**config.mk**
```make
export PLATFORM = sky130hd
export DESIGN_NAME = qosc_cfg_master_flat
export DESIGN_NICKNAME = d
export VERILOG_FILES = /design/src/rtl/qosc_cfg_master_if.sv /design/src/rtl/qosc_cfg_master.sv /design/src/flat_wrapper.sv
export SDC_FILE = /design/constraint.sdc
export NUM_CORES = 1
export LEC_CHECK = 0
export BUFFER_PORTS_ARGS = -buffer_cell sky130_fd_sc_hd__buf_4
export CORE_UTILIZATION = 55
export CTS_CLUSTER_DIAMETER = 100
export DETAILED_ROUTE_END_ITERATION = 16
export PLACE_DENSITY = 0.84
export SYNTH_ARGS = -nofsm -noshare
export SYNTH_HDL_FRONTEND = slang
export SYNTH_SLANG_ARGS = --single-unit
```
**constraint.sdc**
```tcl
create_clock -name clk -period 5.95 [get_ports clk]
set_clock_uncertainty 0.1 [all_clocks]
set_input_delay 0.595 -clock clk [delete_from_list [all_inputs] [get_ports clk]]
set_output_delay 0.595 -clock clk [all_outputs]
set_load 0.1 [all_outputs]
```
**src/rtl/qosc_cfg_master_if.sv**
```systemverilog
// Command / response / register-bus bundle for qosc_cfg_master.
//   master modport: the bus initiator (drives cfg_* pins, accepts commands, returns reads)
//   slave modport : the command source / register side (offers commands, drives cfg_rdata)
// Signals:
//   cmd_valid/cmd_ready/cmd_rnw/cmd_addr/cmd_wdata : command stream into the FIFO
//   rsp_valid/rsp_addr/rsp_rdata                   : one-cycle read response
//   busy                                           : FIFO non-empty or sequencer active
//   cfg_addr/cfg_wdata/cfg_wdata_oe/cfg_strobe     : oscillator register-load pins
//   cfg_rdata                                      : oscillator register read data
interface qosc_cfg_master_if;
  logic       cmd_valid;
  logic       cmd_ready;
  logic       cmd_rnw;
  logic [2:0] cmd_addr;
  logic [7:0] cmd_wdata;
  logic       rsp_valid;
  logic [2:0] rsp_addr;
  logic [7:0] rsp_rdata;
  logic       busy;
  logic [2:0] cfg_addr;
  logic [7:0] cfg_wdata;
  logic       cfg_wdata_oe;
  logic       cfg_strobe;
  logic [7:0] cfg_rdata;

  modport master (
    input  cmd_valid, cmd_rnw, cmd_addr, cmd_wdata, cfg_rdata,
    output cmd_ready, rsp_valid, rsp_addr, rsp_rdata, busy,
           cfg_addr, cfg_wdata, cfg_wdata_oe, cfg_strobe
  );

  modport slave (
    output cmd_valid, cmd_rnw, cmd_addr, cmd_wdata, cfg_rdata,
    input  cmd_ready, rsp_valid, rsp_addr, rsp_rdata, busy,
           cfg_addr, cfg_wdata, cfg_wdata_oe, cfg_strobe
  );
endinterface

```
**src/rtl/qosc_cfg_master.sv**
```systemverilog
// Register-bus initiator for the quadrature oscillator's 3-bit address / 8-bit data load port.
// Commands are queued in a small FIFO and sequenced onto the bus with programmable setup,
// strobe and hold times; reads hold the address for READ_WAIT cycles, then sample cfg_rdata
// and return it as a one-cycle response.
// Ports:
//   clk   : system clock
//   rst_n : asynchronous active-low reset (flushes FIFO, drops in-flight command)
//   bus   : qosc_cfg_master_if.master (command, response, busy and cfg_* pins)
module qosc_cfg_master #(
  parameter int unsigned FIFO_DEPTH = 4,
  parameter int unsigned SETUP_CYC  = 2,
  parameter int unsigned STROBE_CYC = 2,
  parameter int unsigned HOLD_CYC   = 1,
  parameter int unsigned READ_WAIT  = 3
) (
  input logic               clk,
  input logic               rst_n,
  qosc_cfg_master_if.master bus
);

  localparam int unsigned PtrW  = (FIFO_DEPTH > 1) ? $clog2(FIFO_DEPTH) : 1;
  localparam int unsigned Max01 = (SETUP_CYC > STROBE_CYC) ? SETUP_CYC : STROBE_CYC;
  localparam int unsigned Max23 = (HOLD_CYC > READ_WAIT) ? HOLD_CYC : READ_WAIT;
  localparam int unsigned MaxCy = (Max01 > Max23) ? Max01 : Max23;
  // Counter loads N-1 and counts to zero, so it only needs to reach MaxCy-1.
  localparam int unsigned CntW  = (MaxCy > 1) ? $clog2(MaxCy) : 1;

  typedef struct packed {
    logic       rnw;
    logic [2:0] addr;
    logic [7:0] wdata;
  } cmd_t;

  typedef enum logic [2:0] {StIdle, StSetup, StStrobe, StHold, StRead} state_e;

  // ---------------------------------------------------------------- command FIFO
  cmd_t              mem_q [FIFO_DEPTH];
  logic [PtrW-1:0]   wr_ptr_q, rd_ptr_q;
  logic [PtrW:0]     count_q;
  logic              ready_en_q;
  logic              push, pop, full;
  cmd_t              head;
  state_e            state_q;

  assign full          = (count_q == (PtrW+1)'(FIFO_DEPTH));
  // ready_en_q keeps cmd_ready low during reset and rises on the first edge after release.
  assign bus.cmd_ready = ready_en_q & ~full;
  assign push          = bus.cmd_valid & bus.cmd_ready;
  assign pop           = (state_q == StIdle) & (count_q != '0);
  assign head          = mem_q[rd_ptr_q];

  always_ff @(posedge clk) begin
    if (push) begin
      mem_q[wr_ptr_q] <= '{rnw: bus.cmd_rnw, addr: bus.cmd_addr, wdata: bus.cmd_wdata};
    end
  end

  always_ff @(posedge clk or negedge rst_n) begin
    if (!rst_n) begin
      wr_ptr_q   <= '0;
      rd_ptr_q   <= '0;
      count_q    <= '0;
      ready_en_q <= 1'b0;
    end else begin
      ready_en_q <= 1'b1;
      if (push) wr_ptr_q <= wr_ptr_q + PtrW'(1);
      if (pop)  rd_ptr_q <= rd_ptr_q + PtrW'(1);
      unique case ({push, pop})
        2'b10:   count_q <= count_q + (PtrW+1)'(1);
        2'b01:   count_q <= count_q - (PtrW+1)'(1);
        default: count_q <= count_q;
      endcase
    end
  end

  // ---------------------------------------------------------------- bus sequencer
  logic [CntW-1:0] cnt_q;
  logic [2:0]      cfg_addr_q;
  logic [7:0]      cfg_wdata_q;
  logic            cfg_oe_q, cfg_strobe_q;
  logic            rsp_valid_q;
  logic [2:0]      rsp_addr_q;
  logic [7:0]      rsp_rdata_q;

  always_ff @(posedge clk or negedge rst_n) begin
    if (!rst_n) begin
      state_q      <= StIdle;
      cnt_q        <= '0;
      cfg_addr_q   <= '0;
      cfg_wdata_q  <= '0;
      cfg_oe_q     <= 1'b0;
      cfg_strobe_q <= 1'b0;
      rsp_valid_q  <= 1'b0;
      rsp_addr_q   <= '0;
      rsp_rdata_q  <= '0;
    end else begin
      rsp_valid_q <= 1'b0;
      case (state_q)
        StIdle: begin
          cfg_oe_q     <= 1'b0;
          cfg_strobe_q <= 1'b0;
          if (pop) begin
            cfg_addr_q <= head.addr;
            if (head.rnw) begin
              state_q <= StRead;
              cnt_q   <= CntW'(READ_WAIT - 1);
            end else begin
              cfg_wdata_q <= head.wdata;
              cfg_oe_q    <= 1'b1;
              state_q     <= StSetup;
              cnt_q       <= CntW'(SETUP_CYC - 1);
            end
          end
        end
        StSetup: begin
          if (cnt_q == '0) begin
            state_q      <= StStrobe;
            cfg_strobe_q <= 1'b1;
            cnt_q        <= CntW'(STROBE_CYC - 1);
          end else begin
            cnt_q <= cnt_q - CntW'(1);
          end
        end
        StStrobe: begin
          if (cnt_q == '0) begin
            state_q      <= StHold;
            cfg_strobe_q <= 1'b0;
            cnt_q        <= CntW'(HOLD_CYC - 1);
          end else begin
            cnt_q <= cnt_q - CntW'(1);
          end
        end
        StHold: begin
          if (cnt_q == '0) begin
            state_q  <= StIdle;
            cfg_oe_q <= 1'b0;  // turnaround: data bus released in the IDLE cycle
          end else begin
            cnt_q <= cnt_q - CntW'(1);
          end
        end
        StRead: begin
          if (cnt_q == '0) begin
            state_q     <= StIdle;
            rsp_rdata_q <= bus.cfg_rdata;
            rsp_addr_q  <= cfg_addr_q;
            rsp_valid_q <= 1'b1;
          end else begin
            cnt_q <= cnt_q - CntW'(1);
          end
        end
        default: begin
          state_q      <= StIdle;
          cfg_oe_q     <= 1'b0;
          cfg_strobe_q <= 1'b0;
        end
      endcase
    end
  end

  assign bus.cfg_addr     = cfg_addr_q;
  assign bus.cfg_wdata    = cfg_wdata_q;
  assign bus.cfg_wdata_oe = cfg_oe_q;
  assign bus.cfg_strobe   = cfg_strobe_q;
  assign bus.rsp_valid    = rsp_valid_q;
  assign bus.rsp_addr     = rsp_addr_q;
  assign bus.rsp_rdata    = rsp_rdata_q;
  assign bus.busy         = (count_q != '0) | (state_q != StIdle);

endmodule
```
**src/flat_wrapper.sv**
```systemverilog
// flat-port wrapper written by rule: the top's interface ports become plain ports
module qosc_cfg_master_flat 
#(
  parameter int unsigned FIFO_DEPTH = 4,
  parameter int unsigned SETUP_CYC  = 2,
  parameter int unsigned STROBE_CYC = 2,
  parameter int unsigned HOLD_CYC   = 1,
  parameter int unsigned READ_WAIT  = 3
)
  (clk, rst_n, bus_cmd_valid, bus_cmd_rnw, bus_cmd_addr, bus_cmd_wdata, bus_cfg_rdata, bus_cmd_ready, bus_rsp_valid, bus_rsp_addr, bus_rsp_rdata, bus_busy, bus_cfg_addr, bus_cfg_wdata, bus_cfg_wdata_oe, bus_cfg_strobe);
  qosc_cfg_master_if bus_i ();
  input logic clk;
  input logic rst_n;
  input wire logic [$bits(bus_i.cmd_valid)-1:0] bus_cmd_valid;
  input wire logic [$bits(bus_i.cmd_rnw)-1:0] bus_cmd_rnw;
  input wire logic [$bits(bus_i.cmd_addr)-1:0] bus_cmd_addr;
  input wire logic [$bits(bus_i.cmd_wdata)-1:0] bus_cmd_wdata;
  input wire logic [$bits(bus_i.cfg_rdata)-1:0] bus_cfg_rdata;
  output wire logic [$bits(bus_i.cmd_ready)-1:0] bus_cmd_ready;
  output wire logic [$bits(bus_i.rsp_valid)-1:0] bus_rsp_valid;
  output wire logic [$bits(bus_i.rsp_addr)-1:0] bus_rsp_addr;
  output wire logic [$bits(bus_i.rsp_rdata)-1:0] bus_rsp_rdata;
  output wire logic [$bits(bus_i.busy)-1:0] bus_busy;
  output wire logic [$bits(bus_i.cfg_addr)-1:0] bus_cfg_addr;
  output wire logic [$bits(bus_i.cfg_wdata)-1:0] bus_cfg_wdata;
  output wire logic [$bits(bus_i.cfg_wdata_oe)-1:0] bus_cfg_wdata_oe;
  output wire logic [$bits(bus_i.cfg_strobe)-1:0] bus_cfg_strobe;
  assign bus_i.cmd_valid = bus_cmd_valid;
  assign bus_i.cmd_rnw = bus_cmd_rnw;
  assign bus_i.cmd_addr = bus_cmd_addr;
  assign bus_i.cmd_wdata = bus_cmd_wdata;
  assign bus_i.cfg_rdata = bus_cfg_rdata;
  assign bus_cmd_ready = bus_i.cmd_ready;
  assign bus_rsp_valid = bus_i.rsp_valid;
  assign bus_rsp_addr = bus_i.rsp_addr;
  assign bus_rsp_rdata = bus_i.rsp_rdata;
  assign bus_busy = bus_i.busy;
  assign bus_cfg_addr = bus_i.cfg_addr;
  assign bus_cfg_wdata = bus_i.cfg_wdata;
  assign bus_cfg_wdata_oe = bus_i.cfg_wdata_oe;
  assign bus_cfg_strobe = bus_i.cfg_strobe;
  qosc_cfg_master #(.FIFO_DEPTH(FIFO_DEPTH), .SETUP_CYC(SETUP_CYC), .STROBE_CYC(STROBE_CYC), .HOLD_CYC(HOLD_CYC), .READ_WAIT(READ_WAIT)) u_core (.clk(clk), .rst_n(rst_n), .bus(bus_i));
endmodule
```
==> impl_metrics.toml <==
[timing]
slew_viol_final = 0
worstMarginPinSlew_ps = 825.0
fin_crit_sh_pct = 43.81
max_freq_mhz = 383.7
relSlewSlack_pct = 45.00
period_minus_slack_ps = 2607
setup-violations-final = 0
finalHoldViolations = 0
rsz0062_at_grt = "no"
setup_tns_ps = 0

[run_status]
status = "finished, final reports clean"

[clocking]
worstSkewPairLatency_ps = 350
hold_buffers = 0
cts_resized = 0
cts_tree = "yes"
post_cts_buffers = 0
cts_sinks = 86
clock_path_buffers = 2
numCtsBuffers = 9
clkTransAtPathRegs_ps = 90
cts_root_buffer = "clkbuf_8"
ctsHtreeMaxLevel = 3

[critical_path]
crit_type = "reg -> reg"
start_kind = "flop"
required_ps = 6120
path_buf_inv = 2
cp.arrival_ps = 2780
crit_path_top_delay_cell = "dfrtp_1"
crit_fanout = 16
path_depth = 9
crit_start = "u_core.state_q[1]"
max_stage_delay_ps = 550
r2r_cells = 9
crit_chain = "nor3_1 -> nand2b_1 -> inv_1 -> ha_1 -> inv_1 -> fa_1 -> xor2_1 -> nor2_1 -> xor2_1"
cp-end-kind = "flop"
reg2reg_from = "u_core.state_q[1]"
cp_top_family = "simple AND/OR/NAND/NOR gates"

[yosys]
synth_area_leaders = "edfxtp_1 41%, dfrtp_1 27%, mux2_2 6.7%"
syn-num-nets = 249
synth.distinct_cells = 39
ys_ff_latch = 86
dominantRegCellSynth = "edfxtp_1"
synth_most_common_cell = "edfxtp_1"
yosysTopAreaCellShare_pct = 40.72
synth_common_cells = "48 x edfxtp_1, 38 x dfrtp_1, 21 x mux2_2"
yosys_warnings = 0
synth_edf_count = 48
synth-async-reset-ratio_pct = 44.19
synth_top_cell_by_area = "edfxtp_1"
syn_avg_cell_area_um2 = 16.31
synth_seq_area_share_pct = 67.59
netlist_instances = 217
synth_area_um2 = 3540

[floorplan]
core_um2 = 6061
die_h_um = 82.22
rows = 28
fp.dieArea_um2 = 6760
die_w_um = 82.22
start_util_pct = 58.40
io_pins = 50

[finish]
drive_above_1_share_pct = 36.13
design_area_um2 = 4208
nets = 301
num_antenna_cells = 0
final_cells = 349
area_delta_synth_final_pct = 18.88

[global_routing]
grt_overflow_total = 0
grt_pass1_vias = 1969
grt_max_degree = 39
grt_pass1_wl_um = 9535
antenna_found_initial = 0
grt_use_total_pct = 20.02

[placement]
dp_cells = 333
place.port_buffers = 49
dpl_cell_area_um2 = 3956
hpwlAfterDp_um = 4156
globalplace.congestion = 0.7914

[drt]
viasPerCell = 5.567
wl_um = 6072
drt_first_iter_violations = 80
firstDrtPassIters = 4
avgRoutedWirePerCell_um = 17.40
num_vias = 1943
drc = 0
ant_nets = 0

[run]
maxCapViolCount = 0

[worst_hold_path]
hp-class = "in -> async"
final cells by class:
cell class              count  area [um2]
clock buffers               9       123.9
repair buffers             49       367.9
fillers                   396        1853
well taps                  75       93.84
flip-flops and latches     86        2392
clock inverters             7       127.6
multi-input cells         110        1054
inverters                  13       48.80
layer usage:
metal  global-route usage [%]  part of all wire (%)
met5                        0                     0
met4                    7.193                  0.16
met3                    4.505                   5.3
met2                    35.37                    54
met1                    24.03                    41
per-stage QoR:
step,hold slack [ps],setup slack (ps),utilization (%)
after global routing,120.2,3065,69.43
after detailed placement,396.7,3365,65.28
after global placement,385.4,3452,65.28
final,102.1,3343,69.43
after floorplan,199.4,2337,-
after CTS,109.2,3339,69.43
logic make-up (layout without fill, tap and decap cells):
| logic type | count (synthesis) | count (layout) | synth area share (%) |
|---|---|---|---|
| buf+inv | 21 | 78 | 2.651 |
| simple gates | 40 | 40 | 5.939 |
| fa+ha+maj | 9 | 9 | 3.394 |
| other cells | 1 | 1 | 0.1059 |
| flops | 86 | 86 | 67.59 |
| xor+xnor | 7 | 7 | 1.732 |
| compound gates | 20 | 20 | 4.065 |
| mux | 33 | 33 | 14.53 |
state kept, by name (all words and copies together) (netlist names), 2 cells and up:
signal / cells
u_core.wr_ptr_q: 2
u_core.rd_ptr_q: 2
u_core.bus.cfg_addr: 3
u_core.cnt_q: 2
u_core.count_q: 3
u_core.state_q: 3
u_core.bus.rsp_addr: 3
u_core.mem_q: 48
u_core.bus.cfg_wdata: 8
u_core.bus.rsp_rdata: 8
placed cells by master, fill, tap and decap left out, drive strengths merged, types with 2 or more instances in the layout:
master / instances
bufinv: 3
a31oi: 3
ha: 8
buf: 49
nand2: 16
and3: 7
dfrtp: 38
clkbuf: 9
nand3b: 2
mux2: 21
mux4: 12
o21ai: 4
nor2b: 3
xnor2: 5
nor3: 3
nor2: 6
xor2: 2
edfxtp: 48
inv: 16
a21o: 2
a21oi: 2
worst paths after layout:
| path | endpoint | slack, ps |
|---|---|---|
| worst max-delay path | u_core.count_q[2] | 3340 |
| worst min-delay path | u_core.cnt_q[1] | 100 |
| worst max register to register | u_core.count_q[2] | 3340 |
| worst min register to register | u_core.count_q[0] | 410 |
| max in group asynchronous | u_core.wr_ptr_q[1] | 5310 |
| min in group clk | u_core.mem_q[2][2] | 340 |
Power is not shown: default switching activity piles up to over one toggle a cycle in this logic, so the estimate is an artifact.
